[config.mk]
export PLATFORM = sky130hd
export DESIGN_NAME = fft_bram_power_reader
export DESIGN_NICKNAME = d
export VERILOG_FILES = /design/src/rtl/fft_bram_power_reader.sv
export SDC_FILE = /design/constraint.sdc
export NUM_CORES = 2
export LEC_CHECK = 0
export CAP_MARGIN = 15
export CORE_UTILIZATION = 65
export CTS_BUF_LIST = sky130_fd_sc_hd__clkbuf_8
export DETAILED_ROUTE_END_ITERATION = 10
export PLACE_DENSITY = 0.83
export SKIP_CTS_REPAIR_TIMING = 1
export SLEW_MARGIN = 20
export SYNTH_ARGS = -nofsm -noshare
export SYNTH_HDL_FRONTEND = slang
export SYNTH_SLANG_ARGS = --single-unit
[constraint.sdc]
create_clock -name clk -period 4.2 [get_ports clk]
set_clock_uncertainty 0.15 [all_clocks]
set_input_delay 1.05 -clock clk [delete_from_list [all_inputs] [get_ports clk]]
set_output_delay 1.05 -clock clk [all_outputs]
set_load 0.01 [all_outputs]
[src/rtl/fft_bram_power_reader.sv]
// fft_bram_power_reader
//
// Reads one complete spectrum frame (N_MICS x N_BINS complex samples) from the
// capture BRAM through port B when frame_start is pulsed. Samples are stored
// bin-major and read back mic-major. Each sample's power re^2 + im^2 is
// computed in a two-stage pipeline and streamed out through a small FIFO on
// AXI-Stream, with tlast marking the final bin of each mic.
//
// Ports
//   clk, rst_n           clock, asynchronous active-low reset
//   frame_start          one-cycle pulse: a new frame is available in the BRAM
//   bram_addr/en/rst     port-B byte address, read enable, reset (= ~rst_n)
//   bram_dout_re/im      port-B read data, sign-extended 24-bit values
//   m_axis_*             power stream: tdata = power, tuser = {mic, bin}
//   busy                 frame in progress (start accepted .. last beat taken)
//   frame_done           one-cycle pulse after the last beat is accepted
//   overrun              sticky: frame_start seen while a frame was active
//
// Handshake: a beat transfers on every rising edge where m_axis_tvalid and
// m_axis_tready are both high. Once tvalid rises, tdata/tuser/tlast stay
// stable and tvalid stays high until that transfer; tvalid never waits on
// tready.
module fft_bram_power_reader #(
    parameter int N_BINS     = 256,
    parameter int N_MICS     = 8,
    parameter int RD_LAT     = 2,
    parameter int FIFO_DEPTH = 8
) (
    input  logic        clk,
    input  logic        rst_n,
    input  logic        frame_start,
    output logic [31:0] bram_addr,
    output logic        bram_en,
    output logic        bram_rst,
    input  logic [31:0] bram_dout_re,
    input  logic [31:0] bram_dout_im,
    output logic [47:0] m_axis_tdata,
    output logic [10:0] m_axis_tuser,
    output logic        m_axis_tvalid,
    output logic        m_axis_tlast,
    input  logic        m_axis_tready,
    output logic        busy,
    output logic        frame_done,
    output logic        overrun
);

    localparam int PW = (FIFO_DEPTH > 1) ? $clog2(FIFO_DEPTH) : 1;
    localparam int CW = $clog2(FIFO_DEPTH + 1) + 1;

    typedef enum logic [1:0] {IDLE, RUN, DRAIN, DONE} state_t;
    state_t state, state_nxt;

    logic [2:0]    mic_cnt;
    logic [7:0]    bin_cnt;
    logic [31:0]   word_idx;
    logic [31:0]   cur_addr;
    logic [31:0]   addr_q;
    logic [11:0]   tag_in;          // {tlast, mic, bin}
    logic [CW-1:0] fifo_count;
    logic [CW-1:0] in_flight;       // issued reads not yet written to the FIFO
    logic          issue, last_issue, push, pop;

    // Read-latency pipe carrying valid and tag next to the BRAM access
    logic [RD_LAT-1:0] rd_v;
    logic [11:0]       rd_tag [RD_LAT];

    // Arithmetic stages
    logic signed [23:0] re_s, im_s;
    logic signed [47:0] re_prod, im_prod;
    logic               s1_v, s2_v;
    logic [11:0]        s1_tag, s2_tag;
    logic [46:0]        re_sq, im_sq;
    logic [47:0]        s2_sum;

    // Output FIFO
    logic [47:0]   mem_data [FIFO_DEPTH];
    logic [11:0]   mem_tag  [FIFO_DEPTH];
    logic [PW-1:0] wr_ptr, rd_ptr;

    logic unused_bits;

    function automatic logic [PW-1:0] ptr_inc(input logic [PW-1:0] p);
        return (p == PW'(FIFO_DEPTH - 1)) ? '0 : p + PW'(1);
    endfunction

    // Credit uses registered occupancy: every issued read already owns a FIFO
    // slot, so the FIFO can never overflow. A popped slot becomes reusable in
    // the following cycle.
    assign issue      = (state == RUN) && ((fifo_count + in_flight) < CW'(FIFO_DEPTH));
    assign last_issue = issue && (mic_cnt == 3'(N_MICS - 1)) && (bin_cnt == 8'(N_BINS - 1));
    assign push       = s2_v;
    assign pop        = m_axis_tvalid && m_axis_tready;

    assign word_idx = 32'(bin_cnt) * 32'(N_MICS) + 32'(mic_cnt);
    assign cur_addr = {word_idx[29:0], 2'b00};
    assign tag_in   = {bin_cnt == 8'(N_BINS - 1), mic_cnt, bin_cnt};

    assign bram_en   = issue;
    assign bram_addr = issue ? cur_addr : addr_q;
    assign bram_rst  = ~rst_n;

    // ---------------- FSM: state register ----------------
    always_ff @(posedge clk or negedge rst_n) begin
        if (!rst_n) state <= IDLE;
        else        state <= state_nxt;
    end

    // ---------------- FSM: next state ----------------
    always_comb begin
        state_nxt = state;
        case (state)
            IDLE:    if (frame_start) state_nxt = RUN;
            RUN:     if (last_issue) state_nxt = DRAIN;
            // Leave on the edge that takes the final beat so frame_done lands
            // in the very next cycle.
            DRAIN:   if (in_flight == '0 && fifo_count == CW'(1) && pop) state_nxt = DONE;
            DONE:    state_nxt = IDLE;
            default: state_nxt = IDLE;
        endcase
    end

    // ---------------- FSM: outputs ----------------
    always_comb begin
        busy       = 1'b0;
        frame_done = 1'b0;
        case (state)
            RUN, DRAIN: busy       = 1'b1;
            DONE:       frame_done = 1'b1;
            default:    ;
        endcase
    end

    // Counters, held address, credit bookkeeping, overrun
    always_ff @(posedge clk or negedge rst_n) begin
        if (!rst_n) begin
            mic_cnt   <= '0;
            bin_cnt   <= '0;
            addr_q    <= '0;
            in_flight <= '0;
            overrun   <= 1'b0;
        end else begin
            if (state == IDLE && frame_start) begin
                mic_cnt <= '0;
                bin_cnt <= '0;
            end else if (issue) begin
                addr_q <= cur_addr;
                if (bin_cnt == 8'(N_BINS - 1)) begin
                    bin_cnt <= '0;
                    mic_cnt <= mic_cnt + 3'd1;
                end else begin
                    bin_cnt <= bin_cnt + 8'd1;
                end
            end
            in_flight <= in_flight + CW'(issue) - CW'(push);
            if (frame_start && state != IDLE) overrun <= 1'b1;
        end
    end

    // Valid/tag delay matching the BRAM read latency
    always_ff @(posedge clk or negedge rst_n) begin
        if (!rst_n) begin
            rd_v <= '0;
            for (int i = 0; i < RD_LAT; i++) rd_tag[i] <= '0;
        end else begin
            rd_v[0]   <= issue;
            rd_tag[0] <= tag_in;
            for (int i = 1; i < RD_LAT; i++) begin
                rd_v[i]   <= rd_v[i-1];
                rd_tag[i] <= rd_tag[i-1];
            end
        end
    end

    // A 24-bit signed square is at most 2^46, so 47 unsigned bits hold it
    // and the 48-bit sum cannot wrap even at re = im = -2^23.
    assign re_s    = signed'(bram_dout_re[23:0]);
    assign im_s    = signed'(bram_dout_im[23:0]);
    assign re_prod = re_s * re_s;
    assign im_prod = im_s * im_s;

    always_ff @(posedge clk or negedge rst_n) begin
        if (!rst_n) begin
            s1_v   <= 1'b0;
            s1_tag <= '0;
            re_sq  <= '0;
            im_sq  <= '0;
            s2_v   <= 1'b0;
            s2_tag <= '0;
            s2_sum <= '0;
        end else begin
            s1_v   <= rd_v[RD_LAT-1];
            s1_tag <= rd_tag[RD_LAT-1];
            re_sq  <= re_prod[46:0];
            im_sq  <= im_prod[46:0];
            s2_v   <= s1_v;
            s2_tag <= s1_tag;
            s2_sum <= {1'b0, re_sq} + {1'b0, im_sq};
        end
    end

    // Output FIFO; storage is cleared on reset so idle outputs read as zero
    always_ff @(posedge clk or negedge rst_n) begin
        if (!rst_n) begin
            wr_ptr     <= '0;
            rd_ptr     <= '0;
            fifo_count <= '0;
            for (int i = 0; i < FIFO_DEPTH; i++) begin
                mem_data[i] <= '0;
                mem_tag[i]  <= '0;
            end
        end else begin
            if (push) begin
                mem_data[wr_ptr] <= s2_sum;
                mem_tag[wr_ptr]  <= s2_tag;
                wr_ptr           <= ptr_inc(wr_ptr);
            end
            if (pop) rd_ptr <= ptr_inc(rd_ptr);
            fifo_count <= fifo_count + CW'(push) - CW'(pop);
        end
    end

    assign m_axis_tvalid = (fifo_count != '0);
    assign m_axis_tdata  = mem_data[rd_ptr];
    assign m_axis_tuser  = mem_tag[rd_ptr][10:0];
    assign m_axis_tlast  = mem_tag[rd_ptr][11];

    assign unused_bits = ^{bram_dout_re[31:24], bram_dout_im[31:24],
                           re_prod[47], im_prod[47], word_idx[31:30]};

endmodule

==> flow_summary.ini <==
[global_routing]
grt_max_degree = 168
first_global_vias = 53353
grt_usage_pct = 33.0
overflow = 0
antenna_found_initial = 8
grt_first_pass_wirelength_mm = 276

[critical_path]
required_ns = 4.72
crit_start = bram_dout_im[12]
worst_setup_path_start_kind = input pin
cpPeakStageDelay_ns = 0.57
reg2reg_depth = 12
cp_slowest_cell = fa_1
arrival_ns = 7.82
path_class = in -> reg
r2r_setup_slack_ns = 0.02
crit_fanout = 6
crit_top_cell = fa_1
r2r_start = im_sq[2]$_DFF_PN0_
cp-end-kind = register
r2r_end = s2_sum[40]$_DFF_PN0_

[floorplan]
fp.dieH_um = 327
core_um2 = 104000
io_pins = 166
die_x_um = 327
dieArea_um2 = 107000
rows = 118
start_util_pct = 65.9

[layout]
area_growth_pct = 22.6
layout.cells.non_filler = 8410
final_common_cell = inv_1
finalCoreUtilization_pct = 80.8
final_cell_mix = inv_1 (1320), fa_1 (1059), dfrtp_1 (730)
drive_gt1_share_pct = 32.1
num-nets-final = 8470

[timing]
setup_viol = 85
setup_tns_ns = -184.12
finalCritPeriodShare_pct = 174
worst_pin_slew_ns = 1.04
rsz0062_at_grt = yes
setup_slack_ns = -3.10
relSlewSlack_pct = 31.0
min_period_ns = 7.30
max_freq_ghz = 0.137
hold_violations = 0
slew_viol_final = 0

[synthesis]
yosys.area.top_type_share_pct = 32.0
ys_types = 77
synth_edf_count = 0
synthTopCellsByArea = fa_1 (32%), dfrtp_1 (27%), mux2_2 (9.1%)
synth.avg_cell_area_um2 = 11.4
yosys_most_used_dff = dfrtp_1
yosys_warnings = 0
syn_area_um2 = 68700
synthArstFlopShare_pct = 100
syn_inst = 6022
synth_seq_area_share_pct = 26.7
yosysTopAreaCell = fa_1
ys_ff_latch = 734
syn-num-nets = 7545

[min_path]
hold_class = reg -> reg
hp-start = rd_tag[3]$_DFF_PN0_
worstHoldPathCells = 0
min_to = s1_tag[3]$_DFF_PN0_

[clock_tree]
htree_levels = 3
cts.root.buffer_cell = clkbuf_8
cts_buffer_depth = 3
clk_latency_ns = 0.77
clkTransAtPathRegs_ns = 0.07
clock-sinks = 734
cts_buffers = 111
cts_tree = done

[placed_design]
io_buffers = 149
placed_cells = 8046
dp_hpwl_mm = 129
gp_congestion = 0.946

[drt]
dr.pass1.iters = 6
drc = 0
drt_first_iter_violations = 3965
drt-wirelength-per-cell_um = 23.8
detail_route.vias_per_cell = 5.96
ant_nets = 0
routed_wl_mm = 200
num_vias = 50111

[outcome]
status = finished with violations
violations = negative setup slack

[flow_run]
cap_violations = 0
==> how the worst max path moves through the flow <==
stage	end	slack [ns]	cells past startpoint
after floorplan	im_sq[43]$_DFF_PN0_	-3.10	26
after global placement	im_sq[43]$_DFF_PN0_	-3.99	26
after detailed placement	im_sq[43]$_DFF_PN0_	-4.08	26
after CTS	im_sq[43]$_DFF_PN0_	-3.33	26
after global routing	im_sq[46]$_DFF_PN0_	-3.25	29
final	im_sq[46]$_DFF_PN0_	-3.10	30
==> synthesized netlist by cell type, types with 9 or more instances <==
cell	instances
nand2_1	451
dfrtp_1	734
mux2_2	557
a21oi_1	126
and2_1	240
a31oi_1	15
inv_1	1371
xor2_1	56
fa_1	1097
o21a_1	16
clkbuf_1	190
nand2b_1	29
buf_1	17
nand3_1	31
a21o_1	78
xnor2_1	126
nor3_1	26
o21ai_0	60
nor2_1	116
and3_1	12
ha_1	358
nor2b_1	47
o21bai_1	11
nand4_1	16
a211oi_1	9
mux4_2	120
==> area by class of cell <==
| class | count | area [um2] |
|---|---|---|
| tap | 1380 | 1730 |
| timing repair buffer | 1023 | 9620 |
| multi-input combinational | 3705 | 47000 |
| inverter | 1372 | 5180 |
| clock inverter | 53 | 365 |
| antenna | 1 | 2.50 |
| clock buffer | 142 | 1950 |
| fill | 5235 | 20000 |
| sequential | 734 | 18400 |
==> flip-flops by register name (all words and copies together) (netlist names), 5 cells and up <==
name        cells
mem_tag        96
fifo_count      5
s2_sum         48
im_sq          46
mem_data      384
re_sq          46
addr_q         32
in_flight       5
bin_cnt         8
s2_tag         12
s1_tag         12
rd_tag         24
==> metrics by stage <==
step	worst slack [ns]	hold WS (ns)	instance area, um2
2_1_floorplan	-3.10	0.181	70400
3_3_place_gp	-3.99	0.182	78000
3_5_place_dp	-4.08	0.185	78000
4_1_cts	-3.33	-0.0627	80300
5_1_grt	-3.25	0.191	84300
6_report	-3.10	0.179	84300
==> critical path, delay by kind of cell <==
family | cells | cell delay (ns)
compound gates | 6 | 1.03
buf+inv | 11 | 1.00
xor+xnor | 1 | 0.21
fa+ha+maj | 8 | 3.76
simple gates | 4 | 0.74
==> per-layer routing <==
metal	share of wire (%)	wire length [um]	vias up	track usage, %
met5	0.030	61	-	0
met4	7.1	14100	8	13.1
li1	-	-	20529	-
met1	34	67800	25632	39.9
met3	7.9	15800	1131	5.20
met2	51	102000	2811	59.0
==> cells by family after synthesis <==
family                   after synthesis  share of synthesized area [%]
XOR/XNOR                             182                           2.32
flip-flops                           734                           26.7
multiplexers                         683                           13.1
buffers and inverters               1583                           8.65
AO/OA/AOI/OAI                        392                           3.75
adder cells (fa/ha/maj)             1455                           38.5
AND/OR/NAND/NOR                      993                           6.92
Power is not shown: default switching activity piles up to over one toggle a cycle in this logic, so the estimate is an artifact.
